===== config.mk =====
export PLATFORM = sky130hd
export DESIGN_NAME = word_align_ctrl
export DESIGN_NICKNAME = d
export VERILOG_FILES = /design/src/rtl/word_align_ctrl.sv
export SDC_FILE = /design/constraint.sdc
export NUM_CORES = 1
export LEC_CHECK = 0
export BUFFER_PORTS_ARGS = -buffer_cell sky130_fd_sc_hd__buf_4
export CORE_AREA = 2 2 61 63
export DETAILED_ROUTE_END_ITERATION = 10
export DIE_AREA = 0 0 63 65
export HOLD_SLACK_MARGIN = 0.03
export PLACE_DENSITY = 0.75
export SYNTH_ARGS = -nofsm -noshare
export SYNTH_HDL_FRONTEND = slang
export SYNTH_SLANG_ARGS = --single-unit

===== constraint.sdc =====
create_clock -name clk -period 2.2 [get_ports clk]
set_clock_uncertainty 0.1 [all_clocks]
set_input_delay 0.11 -clock clk [delete_from_list [all_inputs] [get_ports clk]]
set_output_delay 0.11 -clock clk [all_outputs]
set_load 0.01 [all_outputs]

===== src/rtl/word_align_ctrl.sv =====
// Word alignment controller: hunts for a periodic sync word on the slipper's
// output stream, steps slip_amount until it appears, and tracks lock/unlock.
module word_align_ctrl #(
  parameter int unsigned         DataBits    = 32,
  parameter int unsigned         MaxSlip     = 7,
  parameter logic [DataBits-1:0] SyncWord    = 32'hA5C3_0FF0,
  parameter logic [DataBits-1:0] SyncMask    = '1,
  parameter int unsigned         SyncPeriod  = 16,
  parameter int unsigned         LockCount   = 4,
  parameter int unsigned         UnlockCount = 3,
  parameter int unsigned         SettleWords = 2
) (
  input  logic                               clk,
  input  logic                               rst,
  input  logic                               mon_valid,
  input  logic                               mon_ready,
  input  logic [DataBits-1:0]                mon_data,
  input  logic                               realign,
  output logic [$clog2(MaxSlip+1)-1:0]       slip_amount,
  output logic                               locked,
  output logic                               sync_found,
  output logic [1:0]                         state
);

  localparam int unsigned SlipW = $clog2(MaxSlip + 1);
  localparam int unsigned PosW  = $clog2(SyncPeriod);
  localparam int unsigned HitW  = $clog2(LockCount + 1);
  localparam int unsigned MissW = $clog2(UnlockCount + 1);
  localparam int unsigned SetW  = $clog2(SettleWords + 1);

  typedef enum logic [1:0] {
    ST_HUNT   = 2'd0,
    ST_SETTLE = 2'd1,
    ST_VERIFY = 2'd2,
    ST_LOCKED = 2'd3
  } state_e;

  state_e           state_q, state_d;
  logic [SlipW-1:0] slip_q, slip_d;
  logic             locked_q, locked_d;
  logic             sync_q, sync_d;
  logic [PosW-1:0]  pos_q, pos_d;
  logic [PosW-1:0]  hunt_q, hunt_d;
  logic [HitW-1:0]  hits_q, hits_d;
  logic [MissW-1:0] miss_q, miss_d;
  logic [SetW-1:0]  settle_q, settle_d;
  logic             accept, hit, bump;

  // Passive tap: a word exists only on a cycle where mon_valid and mon_ready
  // are both high; valid without ready is a stall and is neither counted nor compared.
  assign accept = mon_valid & mon_ready;
  assign hit    = (mon_data & SyncMask) == (SyncWord & SyncMask);

  always_comb begin
    state_d  = state_q;
    slip_d   = slip_q;
    locked_d = locked_q;
    sync_d   = 1'b0;
    pos_d    = pos_q;
    hunt_d   = hunt_q;
    hits_d   = hits_q;
    miss_d   = miss_q;
    settle_d = settle_q;
    bump     = 1'b0;

    if (realign) begin
      bump = 1'b1;
    end else if (accept) begin
      unique case (state_q)
        ST_HUNT: begin
          if (hit) begin
            state_d = ST_VERIFY;
            pos_d   = '0;
            hits_d  = HitW'(1);
            sync_d  = 1'b1;
          end else if (hunt_q == PosW'(SyncPeriod - 1)) begin
            bump = 1'b1;
          end else begin
            hunt_d = hunt_q + PosW'(1);
          end
        end
        ST_SETTLE: begin
          if (settle_q == SetW'(SettleWords - 1)) begin
            state_d  = ST_HUNT;
            settle_d = '0;
            hunt_d   = '0;
          end else begin
            settle_d = settle_q + SetW'(1);
          end
        end
        default: begin
          // VERIFY and LOCKED share the position schedule; only the wrap word is compared.
          if (pos_q == PosW'(SyncPeriod - 1)) begin
            pos_d = '0;
            if (state_q == ST_VERIFY) begin
              if (!hit) begin
                bump = 1'b1;
              end else begin
                sync_d = 1'b1;
                if (hits_q >= HitW'(LockCount - 1)) begin
                  state_d  = ST_LOCKED;
                  locked_d = 1'b1;
                  miss_d   = '0;
                  hits_d   = '0;
                end else begin
                  hits_d = hits_q + HitW'(1);
                end
              end
            end else if (hit) begin
              miss_d = '0;
              sync_d = 1'b1;
            end else if (miss_q == MissW'(UnlockCount - 1)) begin
              state_d  = ST_HUNT;
              locked_d = 1'b0;
              miss_d   = '0;
              hunt_d   = '0;
            end else begin
              miss_d = miss_q + MissW'(1);
            end
          end else begin
            pos_d = pos_q + PosW'(1);
          end
        end
      endcase
    end

    // A bump overrides whatever the word processing decided this cycle.
    if (bump) begin
      slip_d   = (slip_q == SlipW'(MaxSlip)) ? '0 : slip_q + SlipW'(1);
      state_d  = ST_SETTLE;
      locked_d = 1'b0;
      sync_d   = 1'b0;
      pos_d    = '0;
      hunt_d   = '0;
      hits_d   = '0;
      miss_d   = '0;
      settle_d = '0;
    end
  end

  always_ff @(posedge clk or negedge rst) begin
    if (!rst) begin
      state_q  <= ST_HUNT;
      slip_q   <= '0;
      locked_q <= 1'b0;
      sync_q   <= 1'b0;
      pos_q    <= '0;
      hunt_q   <= '0;
      hits_q   <= '0;
      miss_q   <= '0;
      settle_q <= '0;
    end else begin
      state_q  <= state_d;
      slip_q   <= slip_d;
      locked_q <= locked_d;
      sync_q   <= sync_d;
      pos_q    <= pos_d;
      hunt_q   <= hunt_d;
      hits_q   <= hits_d;
      miss_q   <= miss_d;
      settle_q <= settle_d;
    end
  end

  assign slip_amount = slip_q;
  assign locked      = locked_q;
  assign sync_found  = sync_q;
  assign state       = state_q;

endmodule

==> out/metrics.yaml <==
sta:
  period_share_pct: 102
  slew_violations: 0
  min_period_ns: 2.23
  worstMarginPinSlew_ns: 0.376
  setup_ws_ns: -0.0333
  setup_viol: 2
  fmax_mhz: 448
  slew_headroom_pct: 74.7
  hold_violations: 0
  rsz0062_at_grt: "yes"
layout:
  final_cell_mix: "buf_4, dfrtp_1, nand2_1, a21oi_1, nor2_1"
  n_fill_cell: 288
  fin_util_pct: 67.0
  n_antenna_cell: 0
  fin_nets: 286
  final_common_cell: "buf_4"
  layout.cells.non_filler: 286
  multiInputGateArea_um2: 1080
  final-seq-area_um2: 552
  drive_above_1_share_pct: 46.6
  area_growth_pct: 52.7
route:
  vias: 1592
  wire_per_inst_um: 15.4
  antenna_left: 0
  drc: 0
  firstDrtPassIters: 4
  wl_mm: 4.41
  vias_per_cell: 5.57
  first_iter_violations: 51
synthesis:
  synth_edf_count: 0
  syn-num-nets: 210
  synth_mux_area_share_pct: 2.77
  ys_ff_latch: 22
  yosysTopAreaCellShare_pct: 35.9
  synthTopCellsByArea: "dfrtp_1, ha_1, nand2_1"
  synth_cells: 164
  synthXorXnorAreaFrac_pct: 0
  async_flop_share_pct: 100
  synthAdderAreaFrac_pct: 7.34
  yosysWarnings: 0
  synth_area_leader_cell: "dfrtp_1"
  synth_area_um2: 1530
  synth_ff_type: "dfrtp_1"
  synth.distinct_cells: 49
  avgSynthCellArea_um2: 9.35
  synth_top_family_by_area: "simple AND/OR/NAND/NOR gates"
  synth-simple-area-share_pct: 28.4
  seq_area_frac_synth_pct: 35.9
  synth_compound_area_share_pct: 21.7
setup_path:
  arrival_ns: 2.32
  critPathLaunchType: "flop"
  endpoint_kind: "flop"
  ff2ff_path_depth: 9
  worst-setup-path-type: "flop to flop"
  cp.required_ns: 2.29
  crit_fanout: 5
  reg2reg_slack_ns: -0.03
placement:
  port-buffer-count: 43
  routabilityCongestion: 0.876
  hpwl_mm: 3.14
  place_inst: 272
global_route:
  grt-ovfl-total: 0
  grt_usage_pct: 21.2
  grt_antenna_before_repair: 0
  grt_pass1_wl_mm: 6.98
  grt_max_degree: 23
  grt_pass1_vias: 1556
power:
  p_per_area_nw_per_um2: 706
  power.leakage_nw: 1.08
  vdd_drop_max_uv: 594
worst_hold_path:
  min_path_type: "primary input to asynchronous set/reset pin"
clocking:
  h-tree-depth: 1
  clk_pin_slew_worst_paths_ns: 0.13
  root_buffer: "clkbuf_4"
  cts_buffers: 3
  clk_path_buf_depth: 2
  cts_tree: "done"
  cts.sinks: 22
  clk_latency_ns: 0.31
run_status:
  violations: "setup timing"
  status: "finished, violations left"
flow_run:
  drv_cap: 0
floorplan:
  design.die.area_um2: 4100
  rows: 22
  start_util_pct: 43.9
  die_y_um: 65
  ios: 44
  die_x_um: 63
  core_um2: 3500
-- report_power, final --
group	internal [W]	leakage, nW	switching (W)
clock network	0.0000639	0.0138	0.000118
registers	0.000474	0.294	0.0000683
logic	0.000483	0.770	0.000448
-- cells by family after synthesis --
family / after synthesis
adders and majority gates: 9
and+or+nand+nor: 69
muxes: 4
AOI/OAI and AO/OA: 46
buffers and inverters: 14
DFF: 22
-- stage by stage --
| step | worst slack [ns] | hold slack [ns] | TNS (ns) | total power [W] | cell area (um^2) |
|---|---|---|---|---|---|
| CTS | 0.0131 | 0.111 | 0 | 0.00149 | 2150 |
| finish | -0.0333 | 0.107 | -0.0455 | 0.00165 | 2340 |
| floorplan | 0.000946 | -0.286 | 0 | 0.000960 | 1580 |
| global placement | -0.0259 | -0.0832 | -0.0259 | 0.00127 | 2090 |
| global route | -0.140 | 0.126 | -0.826 | 0.00178 | 2340 |
| detailed placement | -0.0598 | -0.0867 | -0.133 | 0.00129 | 2090 |
-- worst paths after layout --
path | start | endpoint
worst max-delay path | state[0]$_DFFE_PN0P_ | hunt_q[3]$_DFFE_PN0P_
worst min-delay path | rst | hunt_q[1]$_DFFE_PN0P_
worst max register to register | state[0]$_DFFE_PN0P_ | hunt_q[3]$_DFFE_PN0P_
worst min register to register | settle_q[1]$_DFFE_PN0P_ | settle_q[1]$_DFFE_PN0P_
max in group asynchronous | rst | state[0]$_DFFE_PN0P_
min in group clk | mon_ready | sync_found$_DFF_PN0_
-- critical path: stages (launching register included) --
cell,delay (ns)
dfrtp_2,0.47
inv_4,0.09
ha_4,0.15
nand4_1,0.23
a221oi_4,0.42
nor2_4,0.11
buf_6,0.14
buf_4,0.14
nand4_1,0.14
o311ai_4,0.12
-- flip-flops by register name (all words and copies together) (netlist names) --
signal       cells
sync_found       1
pos_q            4
settle_q         2
slip_amount      3
hunt_q           4
locked           1
miss_q           2
state            2
hits_q           3
-- synth_stat cells (3+ instances only) --
| library cell | instances |
|---|---|
| o21ai_0 | 4 |
| nand2b_1 | 6 |
| clkbuf_1 | 4 |
| inv_1 | 8 |
| dfrtp_1 | 22 |
| a21o_1 | 4 |
| a32o_1 | 3 |
| nand2_1 | 16 |
| a21oi_1 | 11 |
| ha_1 | 9 |
| nand4b_1 | 3 |
| nor2_1 | 10 |
| a211o_1 | 3 |
| a22oi_1 | 3 |
| nor3_1 | 6 |
| nand3_1 | 7 |
-- what timing repair did --
action | 4_1_cts | 5_1_grt
pin swaps | 3 | 11
setup buffers | 3 | 7
endpoints found under the hold margin | 23 | 0
hold buffers | 2 | 0
gates resized for setup | 2 | 29
endpoints found under the setup margin | 8 | 17
-- cell type report --
type,count,area share (%)
Timing Repair Buffer,77,25.2
Tap cell,48,2.56
Inverter,8,1.39
Sequential cell,22,23.6
Multi-Input combinational cell,128,46.3
Clock buffer,3,0.962
-- per-layer routing --
| metal | global-route usage (%) | up-vias | routed length [um] |
|---|---|---|---|
| met5 | 0 | - | 0 |
| met4 | 4.72 | 0 | 57 |
| met3 | 5.21 | 8 | 355 |
| met2 | 37.0 | 81 | 2180 |
| met1 | 26.4 | 727 | 1820 |
| li1 | - | 776 | - |
(Power assumes the default switching activity.)
